File: config.mk
export PLATFORM = sky130hd
export DESIGN_NAME = imem_fetch_resp
export DESIGN_NICKNAME = d
export VERILOG_FILES = /design/src/rtl/imem_fetch_resp.sv
export SDC_FILE = /design/constraint.sdc
export NUM_CORES = 2
export LEC_CHECK = 0
export BUFFER_PORTS_ARGS = -buffer_cell sky130_fd_sc_hd__buf_2
export CAP_MARGIN = 15
export CORE_UTILIZATION = 26
export DETAILED_ROUTE_END_ITERATION = 7
export GPL_TIMING_DRIVEN = 1
export REMOVE_ABC_BUFFERS = 1
export SKIP_LAST_GASP = 1
export SYNTH_ARGS = -nofsm -noshare
export SYNTH_HDL_FRONTEND = slang
export SYNTH_SLANG_ARGS = --single-unit
File: constraint.sdc
create_clock -name clock -period 3.97 [get_ports clock]
set_clock_uncertainty 0.1 [all_clocks]
set_input_delay 0.397 -clock clock [delete_from_list [all_inputs] [get_ports clock]]
set_output_delay 0.397 -clock clock [all_outputs]
set_load 0.005 [all_outputs]
File: src/rtl/imem_fetch_resp.sv
// Instruction-memory responder: takes word addresses from the fetch side and
// returns instruction words through a 2-entry response buffer, with a program-load port.
module imem_fetch_resp #(
  parameter int alen = 6,
  parameter int ilen = 32
) (
  input  logic            clock,
  input  logic            reset,
  input  logic            req,
  input  logic [alen-1:0] addr,
  output logic            req_ready,
  output logic [ilen-1:0] instr,
  output logic            instr_valid,
  input  logic            instr_ready,
  input  logic            flush,
  input  logic            ld_en,
  input  logic [alen-1:0] ld_addr,
  input  logic [ilen-1:0] ld_data
);

  localparam int depth = 2 ** alen;

  logic [ilen-1:0] mem  [depth];
  logic [ilen-1:0] slot [2];
  logic            head;
  logic            tail;
  logic [1:0]      count;
  logic            accept;
  logic            pop;

  // A pop frees a slot at the same edge, so a full buffer can still accept when draining.
  always_comb begin
    instr_valid = (count != 2'd0);
    pop         = instr_valid && instr_ready;
    req_ready   = reset && !ld_en && !flush && ((count != 2'd2) || pop);
    accept      = req && req_ready;
    instr       = instr_valid ? slot[head] : '0;
  end

  // NOTE: memory arrays carry no reset; contents survive reset and only the load port changes them.
  always_ff @(posedge clock) begin
    if (ld_en) begin
      mem[ld_addr] <= ld_data;
    end
  end

  // Buffer slots hold data only; their validity is tracked by count, so they need no reset.
  always_ff @(posedge clock) begin
    if (accept) begin
      slot[tail] <= mem[addr];
    end
  end

  // NOTE: sequential state uses non-blocking assignments so every register sees pre-edge values.
  always_ff @(posedge clock) begin
    if (!reset) begin
      count <= 2'd0;
      head  <= 1'b0;
      tail  <= 1'b0;
    end else if (flush) begin
      count <= 2'd0;
      head  <= 1'b0;
      tail  <= 1'b0;
    end else begin
      if (accept) begin
        tail <= ~tail;
      end
      if (pop) begin
        head <= ~head;
      end
      unique case ({accept, pop})
        2'b10:   count <= count + 2'd1;
        2'b01:   count <= count - 2'd1;
        default: count <= count;
      endcase
    end
  end

endmodule
==> impl_metrics.ini <==
[final_layout]
syn_to_final_growth_pct = 17.2
multi_input_area_um2 = 16400
seq_area_um2 = 63500
num-nets-final = 3932
final_common_cell = edfxtp_1
drive_gt1_share_pct = 29.9
stdcell_count = 8170
fillerInstances = 29400
final_core_util_pct = 30.6
final_cell_mix = 2112 x edfxtp_1, 492 x mux4_2, 227 x buf_4

[detailed_routing]
ant_nets = 0
drt-initial-drc-count = 4917
wl_per_cell_um = 27.3
drc = 0
drt-total-wl_um = 223000
drtPass1Iterations = 5
via_per_inst = 4.82
vias = 39400

[sta]
period_needed_ns = 3.61
slew_violations = 0
max-slew-margin-rel_pct = 14.6
setup_tns_ns = 0
hold_violations = 0
setup_violations = 0
worst-slew-pin-transition_ns = 1.28
min_period_over_period_pct = 91.0
rsz0062_at_grt = false
fmax_mhz = 277
whs_ns = 0.0709

[run]
maxCapViolations = 0

[setup_path]
critPathBufInv = 2
r2r-start = mem[36][1]$_DFFE_PP_
cp_slowest_cell = dfxtp_2
regToRegSetupSlack_ns = 1.04
path_cells = buf_4 > mux2i_1 > nor2_1 > buf_2
cp_slowest_stage_delay_ns = 0.93
worstSetupEndpointType = output port
crit_family = flip-flops
crit_arrival_ns = 3.12
critPathRequiredTime_ns = 3.47
crit_fanout = 13
cp-start-kind = flop
setup.worst_path.class = reg2out

[cts]
clkTransAtPathRegs_ns = 0.06
cts_buffers = 201
clk_latency_ns = 0.84
htree_levels = 4
post-cts-setup-buffers = 0
cts.sinks = 2117
cts-root-buf = clkbuf_16
cts_tree = yes
cts_max_path_buffers = 3

[place]
numPortBuffers = 83
gp_congestion = 0.855
dp_hpwl_um = 133000
placed_cells = 7783

[pwr]
p_per_area_nw_per_um2 = 491
worst_ir_drop_vdd_mv = 0.485
total_power_w = 0.0464
p_leak_nw = 28.8

[global_routing]
grt_max_degree = 83
grt_pass1_vias = 39600
grt_antenna_before_repair = 34
grt_usage_pct = 14.2
overflow = 0
grt_pass1_wl_um = 312000

[yosys]
syn-mean-instance-area_um2 = 22.9
synth_simple_gate_area_share_pct = 1.59
ys_seq_area_share_pct = 78.8
synth_top_family_by_area = multiplexers
synth-compound-area-share_pct = 2.97
asyncSetResetFlopFracSynth_pct = 0
synth_cell_type_count = 49
yosysWarnings = 0
syn_area_um2 = 80600
synth-seq-cells = 2117
dominantRegCellSynth = edfxtp_1
synth_edf_count = 2112
muxShareOfSynthArea_pct = 15.0
syn_inst = 3515
synthXorXnorAreaFrac_pct = 0.0435
synth-adder-area-share_pct = 0.0155

[hold_path]
hold_path.startpoint = ld_data[31]
worstHoldPathType = in2reg

[die]
ios = 84
die_area_um2 = 312000
core_area_um2 = 309000
initial_core_util_pct = 26.1
dieWidth_um = 559
row_count = 204
die_h_um = 559

[run_status]
status = finished clean
## metrics by stage
| stage | cell area, um^2 | setup slack (ns) |
|---|---|---|
| 6_report | 94500 | 0.357 |
| 2_1_floorplan | 79400 | 0.338 |
| 3_3_place_gp | 87900 | -0.228 |
| 3_5_place_dp | 87900 | -0.0876 |
| 4_1_cts | 94500 | 0.318 |
| 5_1_grt | 94500 | 0.311 |
## worst paths after layout
| kind | to | cells past startpoint |
|---|---|---|
| max | instr[17] | 4 |
| min | mem[53][31]$_DFFE_PP_ | 1 |
| max reg2reg | slot[0][1]$_DFFE_PP_ | 6 |
| min reg2reg | flop | 2 |
## state kept, by name (all words and copies together), names as in the netlist, named ones only
name / count
count: 2
tail: 1
slot: 64
head: 1
mem: 2048
## power by group
part	leakage (nW)	total, W	switching, W	internal (W)
combinational	6.62	0.00249	0.00161	0.000883
sequential	19.0	0.0248	0.0000336	0.0248
clock	3.16	0.0191	0.00823	0.0109
total	28.8	0.0464	0.00987	0.0365
## metal layers
metal / vias to the layer above / GRT usage (%) / part of all wire [%]
met2: 1722 / 23.1 / 49
li1: 15800 / - / -
met1: 21500 / 18.9 / 40
met4: 10 / 3.78 / 2.5
met5: - / 0 / 0.025
met3: 316 / 3.13 / 8.7
## timing repair
action                                 in CTS  in global routing
endpoints found under the hold margin     215                 16
resized for setup                           0                  0
hold buffers                               12                  1
## Yosys cell counts (2+ instances only)
cell type	count	area, um^2
a32oi_1	4	35.0
a221oi_1	76	666
a221oi_2	5	75.1
nand3b_1	5	37.5
nand3_1	13	65.1
buf_6	26	293
buf_2	40	200
and3_1	2	12.5
nand2b_1	12	75.1
a22o_1	51	447
mux2i_1	101	1010
or3b_2	2	17.5
or3_1	2	12.5
a311o_1	3	30.0
o221ai_1	23	201
or2_2	4	25.0
nor2_1	148	556
xnor2_1	3	26.3
nor2b_1	17	106
buf_1	13	48.8
a31oi_1	10	62.6
a211o_1	2	17.5
a22oi_1	6	45.0
buf_12	8	160
a2111oi_0	5	43.8
nand2_1	55	206
buf_4	26	195
and2_1	11	68.8
mux4_2	492	11100
inv_1	2	7.51
nor3_1	8	40.0
a211oi_1	7	52.6
edfxtp_1	2112	63400
dfxtp_1	5	100
nor4_1	7	43.8
o22ai_1	72	450
buf_8	5	75.1
a21oi_1	39	195
clkbuf_1	78	293
o21ai_0	6	30.0
## layout make-up
| cell class | instances | share of cell area [%] |
|---|---|---|
| Antenna cell | 10 | 0.0265 |
| Clock buffer | 253 | 5.63 |
| Clock inverter | 109 | 1.21 |
| Inverter | 3 | 0.0119 |
| Multi-Input combinational cell | 1199 | 17.3 |
| Sequential cell | 2117 | 67.2 |
| Tap cell | 4120 | 5.45 |
| Timing Repair Buffer | 359 | 3.16 |
## cell families after synthesis
kind of cell	Yosys count
simple gates	288
xor+xnor	4
flops	2117
fa+ha+maj	1
buf+inv	199
compound gates	312
mux	594
Note: power is estimated with default switching activity, not from simulation.
